==> src/rtl/bus_arb_pkg.sv <==
// Shared definitions for the round-robin bus arbiter: FSM encoding, index-width helper
// and default timing constants.
package bus_arb_pkg;

    typedef logic [1:0] arb_state_t;

    localparam arb_state_t ST_IDLE       = 2'd0;
    localparam arb_state_t ST_GRANT      = 2'd1;
    localparam arb_state_t ST_WAIT_BEGIN = 2'd2;
    localparam arb_state_t ST_ACTIVE     = 2'd3;

    localparam int DEF_BEGIN_WAIT     = 4;
    localparam int DEF_TIMEOUT_CYCLES = 1024;

    // A two-master arbiter still needs a one-bit owner index.
    function automatic int idx_width(input int n);
        return (n <= 2) ? 1 : $clog2(n);
    endfunction

endpackage

==> src/rtl/rr_priority_picker.sv <==
// Combinational round-robin pick: rotate the request vector so ptr sits at bit 0,
// take the first set bit, then map that position back to a master index.
module rr_priority_picker #(
    parameter int N     = 4,
    parameter int IDX_W = 2
) (
    input  logic [N-1:0]     request,
    input  logic [IDX_W-1:0] ptr,
    output logic [IDX_W-1:0] winner,
    output logic             valid
);

    logic [N-1:0] rotated;
    int           first;
    int           sum;

    always_comb begin
        rotated = '0;
        first   = 0;
        sum     = 0;
        valid   = 1'b0;
        for (int i = 0; i < N; i++) begin
            rotated[i] = request[(int'(ptr) + i) % N];
        end
        for (int i = N - 1; i >= 0; i--) begin
            if (rotated[i]) begin
                first = i;
                valid = 1'b1;
            end
        end
        // ptr < N and first < N, so a single subtraction completes the modulo.
        sum = int'(ptr) + first;
        if (sum >= N) begin
            sum = sum - N;
        end
        winner = IDX_W'(sum);
    end

endmodule

==> src/rtl/bus_arbiter_rr.sv <==
// Round-robin owner of the shared bus master port. Optional forced release of a stalled
// ACTIVE transaction is compiled in with BUS_ARB_TIMEOUT_EN.
module bus_arbiter_rr
    import bus_arb_pkg::*;
#(
    parameter int  NUM_MASTERS    = 4,
    parameter int  BEGIN_WAIT     = DEF_BEGIN_WAIT,
    parameter int  TIMEOUT_CYCLES = DEF_TIMEOUT_CYCLES,
    localparam int IDX_W          = idx_width(NUM_MASTERS)
) (
    input  logic                   clock,
    input  logic                   reset,
    input  logic [NUM_MASTERS-1:0] request,
    output logic [NUM_MASTERS-1:0] granted,
    input  logic                   begin_transaction_in,
    input  logic                   end_transaction_in,
    input  logic                   error_in,
    output logic [IDX_W-1:0]       bus_owner,
    output logic                   bus_busy,
    output logic                   timeout_error,
    output arb_state_t             fsm_state
);

    localparam logic [3:0] WAIT_LAST = 4'(BEGIN_WAIT - 1);

    arb_state_t       state;
    logic [IDX_W-1:0] ptr;
    logic [3:0]       wait_cnt;
    logic [IDX_W-1:0] pick_idx;
    logic             pick_valid;
    logic [IDX_W-1:0] ptr_after_pick;

    rr_priority_picker #(
        .N     (NUM_MASTERS),
        .IDX_W (IDX_W)
    ) u_picker (
        .request (request),
        .ptr     (ptr),
        .winner  (pick_idx),
        .valid   (pick_valid)
    );

    assign ptr_after_pick = (pick_idx == IDX_W'(NUM_MASTERS - 1)) ? '0 : pick_idx + 1'b1;
    assign fsm_state      = state;

`ifdef BUS_ARB_TIMEOUT_EN
    localparam int             TO_W    = $clog2(TIMEOUT_CYCLES) + 1;
    localparam logic [TO_W-1:0] TO_LAST = TO_W'(TIMEOUT_CYCLES - 1);

    logic [TO_W-1:0] active_cnt;
    logic            timeout_pulse;

    assign timeout_error = timeout_pulse;
`else
    assign timeout_error = 1'b0;
`endif

    always_ff @(posedge clock) begin
        if (!reset) begin
            state     <= ST_IDLE;
            granted   <= '0;
            bus_owner <= '0;
            bus_busy  <= 1'b0;
            ptr       <= '0;
            wait_cnt  <= '0;
`ifdef BUS_ARB_TIMEOUT_EN
            active_cnt    <= '0;
            timeout_pulse <= 1'b0;
`endif
        end else begin
            granted <= '0;
`ifdef BUS_ARB_TIMEOUT_EN
            timeout_pulse <= 1'b0;
`endif
            case (state)
                ST_IDLE: begin
                    if (pick_valid) begin
                        state     <= ST_GRANT;
                        granted   <= NUM_MASTERS'(1) << pick_idx;
                        bus_owner <= pick_idx;
                        bus_busy  <= 1'b1;
                        ptr       <= ptr_after_pick;
                    end
                end
                ST_GRANT: begin
                    state    <= ST_WAIT_BEGIN;
                    wait_cnt <= '0;
                end
                ST_WAIT_BEGIN: begin
                    // An abandoned grant just frees the bus; ptr already moved past the owner.
                    if (begin_transaction_in) begin
                        state <= ST_ACTIVE;
`ifdef BUS_ARB_TIMEOUT_EN
                        active_cnt <= '0;
`endif
                    end else if (wait_cnt == WAIT_LAST) begin
                        state    <= ST_IDLE;
                        bus_busy <= 1'b0;
                    end else begin
                        wait_cnt <= wait_cnt + 1'b1;
                    end
                end
                ST_ACTIVE: begin
                    if (end_transaction_in || error_in) begin
                        state    <= ST_IDLE;
                        bus_busy <= 1'b0;
`ifdef BUS_ARB_TIMEOUT_EN
                    end else if (active_cnt == TO_LAST) begin
                        state         <= ST_IDLE;
                        bus_busy      <= 1'b0;
                        timeout_pulse <= 1'b1;
                    end else begin
                        active_cnt <= active_cnt + 1'b1;
`endif
                    end
                end
                default: begin
                    state    <= ST_IDLE;
                    bus_busy <= 1'b0;
                end
            endcase
        end
    end

endmodule

==> config.mk <==
export PLATFORM = sky130hd
export DESIGN_NAME = bus_arbiter_rr
export DESIGN_NICKNAME = d
export VERILOG_FILES = /design/src/rtl/bus_arb_pkg.sv /design/src/rtl/rr_priority_picker.sv /design/src/rtl/bus_arbiter_rr.sv
export SDC_FILE = /design/constraint.sdc
export NUM_CORES = 1
export LEC_CHECK = 0
export BUFFER_PORTS_ARGS = -buffer_cell sky130_fd_sc_hd__buf_2
export CELL_PAD_IN_SITES_DETAIL_PLACEMENT = 1
export CELL_PAD_IN_SITES_GLOBAL_PLACEMENT = 2
export CORE_UTILIZATION = 32
export DETAILED_ROUTE_END_ITERATION = 7
export HOLD_SLACK_MARGIN = 0.15
export PLACE_DENSITY = 0.9
export SYNTH_ARGS = -nofsm -noshare
export SYNTH_HDL_FRONTEND = slang
export SYNTH_SLANG_ARGS = --single-unit
==> constraint.sdc <==
create_clock -name clock -period 4.4 [get_ports clock]
set_input_delay 1.1 -clock clock [delete_from_list [all_inputs] [get_ports clock]]
set_output_delay 1.1 -clock clock [all_outputs]
set_load 0.05 [all_outputs]
==> impl_metrics.prom <==
# TYPE chip_impl_metric gauge
chip_impl_metric{name="cp_data_required_time",unit="ns"} 4.61
chip_impl_metric{name="number_of_buffers_inserted_to_repair_setup_after_cts",unit=""} 0
chip_impl_metric{name="detailed_route_wire_length_on_metal_1",unit="microns"} 844
chip_impl_metric{name="finalWeightedCongestion",unit=""} 0.767
chip_impl_metric{name="placeableCoreArea",unit="sq um"} 2480
chip_impl_metric{name="cts-buffers-inserted",unit=""} 3
chip_impl_metric{name="met2_wirelength",unit="microns"} 908
chip_impl_metric{name="max-vdd-ir-drop",unit="uV"} 321
chip_impl_metric{name="yosysUniqueCellTypes",unit=""} 41
chip_impl_metric{name="drive_gt1_share",unit="%"} 26.3
chip_impl_metric{name="area.growth.synth_to_final",unit="%"} 12.9
chip_impl_metric{name="worst_path_arrival_time",unit="ns"} 3.11
chip_impl_info{name="holdPathEnd",value="wait_cnt[1]"} 1
chip_impl_metric{name="syn-mean-instance-area",unit="sq um"} 8.53
chip_impl_metric{name="grt_overflow_total",unit=""} 0
chip_impl_metric{name="pin_count",unit=""} 19
chip_impl_metric{name="place_worst_setup_slack",unit="ns"} 1.23
chip_impl_metric{name="detail_route.iter0.violations",unit=""} 3
chip_impl_info{name="critical_path.reg2reg.startpoint",value="ptr[0]"} 1
chip_impl_metric{name="grt_pass1_wl",unit="microns"} 3260
chip_impl_metric{name="routedWlPerCell",unit="microns"} 12.8
chip_impl_info{name="hold_class",value="reg -> reg"} 1
chip_impl_metric{name="vias",unit=""} 746
chip_impl_metric{name="yosys_warnings",unit=""} 0
chip_impl_metric{name="final_design_area_no_fill",unit="sq um"} 953
chip_impl_metric{name="via_count_of_the_first_global_routing_pass",unit=""} 762
chip_impl_metric{name="dieArea",unit="sq um"} 2850
chip_impl_info{name="hold_path.startpoint",value="wait_cnt[1]"} 1
chip_impl_metric{name="fin_worst_skew",unit="ns"} 0.00522
chip_impl_metric{name="fin_ws",unit="ns"} 1.50
chip_impl_info{name="status",value="completed"} 1
chip_impl_metric{name="setup_tns",unit="ns"} 0
chip_impl_metric{name="final_nets",unit=""} 126
chip_impl_metric{name="post_cts_sizing_count",unit=""} 0
chip_impl_metric{name="tightestPinTransition",unit="ns"} 0.520
chip_impl_metric{name="synth_seq_cells",unit=""} 15
chip_impl_info{name="dominantRegCellSynth",value="dfxtp_1"} 1
chip_impl_metric{name="fin_util",unit="%"} 38.5
chip_impl_metric{name="static-leakage-power",unit="nW"} 0.406
chip_impl_metric{name="maxSlewViolCount",unit=""} 0
chip_impl_metric{name="ys_async_sr_fraction",unit="%"} 0
chip_impl_info{name="critical_path.endpoint_type",value="flip-flop"} 1
chip_impl_metric{name="setup_viol",unit=""} 0
chip_impl_metric{name="place.port_buffers",unit=""} 17
chip_impl_metric{name="cts_hold_repair.buffers",unit=""} 0
chip_impl_metric{name="timing.reg2reg.worst_path_depth",unit=""} 9
chip_impl_metric{name="min_path_cells",unit=""} 2
chip_impl_metric{name="synth.cell_area",unit="sq um"} 845
chip_impl_metric{name="fp.dieH",unit="microns"} 53.4
chip_impl_info{name="cts_tree",value="built"} 1
chip_impl_metric{name="clock-sinks",unit=""} 15
chip_impl_metric{name="num_antenna_cells",unit=""} 0
chip_impl_metric{name="via_per_inst",unit=""} 5.18
chip_impl_metric{name="number_of_antenna_violations_at_the_first_check_in_global_routing",unit=""} 0
chip_impl_metric{name="timing.fmax",unit="GHz"} 0.345
chip_impl_metric{name="syn_inst",unit=""} 99
chip_impl_metric{name="drt.antenna.violating_nets",unit=""} 0
chip_impl_metric{name="postSynthNetCount",unit=""} 110
chip_impl_info{name="regToRegEndpoint",value="ptr[1]"} 1
chip_impl_metric{name="clk_slew_on_worst_s_h_paths",unit="ns"} 0.08
chip_impl_metric{name="sequential_area_share_after_synthesis",unit="%"} 35.6
chip_impl_info{name="root_buffer",value="clkbuf_4"} 1
chip_impl_metric{name="synth_enable_flop_cells",unit=""} 0
chip_impl_metric{name="power.density_cell_area",unit="nW/um^2"} 646
chip_impl_metric{name="cts_buffer_depth",unit=""} 2
chip_impl_metric{name="rrSetupSlack",unit="ns"} 1.90
chip_impl_metric{name="fillerInstances",unit=""} 302
chip_impl_metric{name="min_period",unit="ns"} 2.90
chip_impl_info{name="highest_routed_metal_layer",value="met4"} 1
chip_impl_metric{name="hpwl",unit="microns"} 1390
chip_impl_metric{name="fp-row-count",unit=""} 18
chip_impl_info{name="rsz_0062_raised_after_global_routing",value="no"} 1
chip_impl_metric{name="hold_viol",unit=""} 0
chip_impl_metric{name="drc",unit=""} 0
chip_impl_info{name="setup.worst_path.start_class",value="input port"} 1
chip_impl_metric{name="post_dp_cell_area",unit="sq um"} 927
chip_impl_metric{name="max_cap_viols",unit=""} 0
chip_impl_metric{name="grt.total_usage",unit="%"} 15.9
chip_impl_metric{name="critical_path.max_fanout",unit=""} 8
chip_impl_metric{name="number_of_h_tree_levels",unit=""} 1
chip_impl_metric{name="pin_count_of_the_biggest_net_entering_global_routing",unit=""} 12
chip_impl_metric{name="timing.hold.ws",unit="ns"} 0.506
chip_impl_metric{name="die_width",unit="microns"} 53.4
chip_impl_metric{name="route.met3.wl",unit="microns"} 71
chip_impl_metric{name="slew_headroom",unit="%"} 65.0
chip_impl_metric{name="drt-pass1-iter-count",unit=""} 3
chip_impl_metric{name="insertion_delay",unit="ns"} 0.28
chip_impl_metric{name="fin_crit_sh",unit="%"} 65.9
chip_impl_metric{name="route.final.wire_length",unit="microns"} 1840
chip_impl_info{name="timing.setup.critical_path_class",value="in -> reg"} 1
chip_impl_metric{name="start_util",unit="%"} 34.1
-- cells in the final DEF (no fill, tap or decap), drive strengths merged --
master / Yosys / layout
nor2: 15 / 15
nor2b: 2 / 2
dfxtp: 15 / 15
nand3b: 1 / 1
a31o: 1 / 1
a31oi: 1 / 1
o2111ai: 1 / 1
buf: 4 / 17
clkbuf: 2 / 4
a211o: 1 / 1
conb: 1 / 1
xnor2: 1 / 1
ha: 2 / 2
mux2i: 2 / 2
nor3: 3 / 3
nor4: 2 / 2
nor4b: 1 / 1
nor3b: 2 / 2
inv: 1 / 1
nand2: 9 / 9
a21oi: 8 / 8
o21ai: 2 / 2
nand4: 2 / 2
nand2b: 3 / 3
mux2: 1 / 1
nand3: 5 / 5
o21a: 1 / 1
o21bai: 1 / 1
a211oi: 2 / 2
a221oi: 1 / 1
and3: 1 / 1
xor2: 4 / 4
or3: 1 / 1
-- how the worst max path moves through the flow --
stage,startpoint,end,cells after the start
2_1_floorplan,request[0],ptr[1],10
3_3_place_gp,request[0],ptr[1],10
3_5_place_dp,request[0],ptr[1],10
4_1_cts,request[0],ptr[1],10
5_1_grt,request[0],ptr[1],10
6_report,request[0],ptr[1],10
-- registers in the layout, summed over array words and instances (netlist names) --
name and count:
fsm_state 2, bus_owner 2, ptr 2, wait_cnt 4, granted 4, bus_busy 1
-- critical path, stage by stage --
cell and delay [ns]:
buf_2 0.16, nor2_1 0.06, a221oi_1 0.30, a31oi_1 0.06, a211o_2 0.31, ha_1 0.37, xor2_1 0.21, a31o_1 0.21
a21oi_2 0.15, mux2i_1 0.18
-- metrics by stage --
step | total power (W) | std cells
3_5_place_dp | 0.000543 | 140
4_1_cts | 0.000626 | 144
6_report | 0.000616 | 144
5_1_grt | 0.000665 | 144
3_3_place_gp | 0.000534 | 140
2_1_floorplan | 0.000492 | 99
-- cell usage after synthesis, types with 2 or more instances --
library cell	n	area, sq um
dfxtp_1	15	300
nor2_1	15	56.3
nand2_1	9	33.8
a21oi_1	7	35.0
nand3_1	4	20.0
xor2_1	4	35.0
nand2b_1	3	18.8
a211oi_1	2	15.0
buf_4	2	15.0
ha_1	2	25.0
mux2i_1	2	20.0
nand4_1	2	12.5
nor3_1	2	10.0
nor4_1	2	12.5
o21ai_0	2	10.0
-- routing by layer --
| layer | global-route usage [%] | vias up |
|---|---|---|
| li1 | - | 374 |
| met1 | 18.0 | 355 |
| met2 | 28.7 | 15 |
| met3 | 5.17 | 2 |
| met4 | 2.63 | 0 |
| met5 | 0 | - |
-- cell type report --
cell class / instances / area [sq um] / share of cell area, %
multi-input cells: 77 / 500 / 52.5
flip-flops and latches: 15 / 300 / 31.5
repair buffers: 17 / 85.1 / 8.92
well taps: 30 / 37.5 / 3.94
clock buffers: 4 / 26.3 / 2.76
inverters: 1 / 3.75 / 0.394
-- power by group --
part | internal, W | leakage, nW | switching [W]
clock network | 0.0000352 | 0.0150 | 0.0000433
registers | 0.000170 | 0.123 | 0.0000372
logic | 0.000124 | 0.268 | 0.000206
-- cells by family (layout without fill, tap and decap cells) --
family | count (synthesis) | after routing | synth area share [%]
AO/OA/AOI/OAI | 19 | 19 | 15.4
XOR/XNOR | 5 | 5 | 6.07
adder cells (fa/ha/maj) | 2 | 2 | 2.96
buffers and inverters | 7 | 22 | 5.18
flip-flops | 15 | 15 | 35.6
multiplexers | 3 | 3 | 3.70
other | 1 | 1 | 0.444
AND/OR/NAND/NOR | 47 | 47 | 30.7
Note: power is estimated with default switching activity, not from simulation.
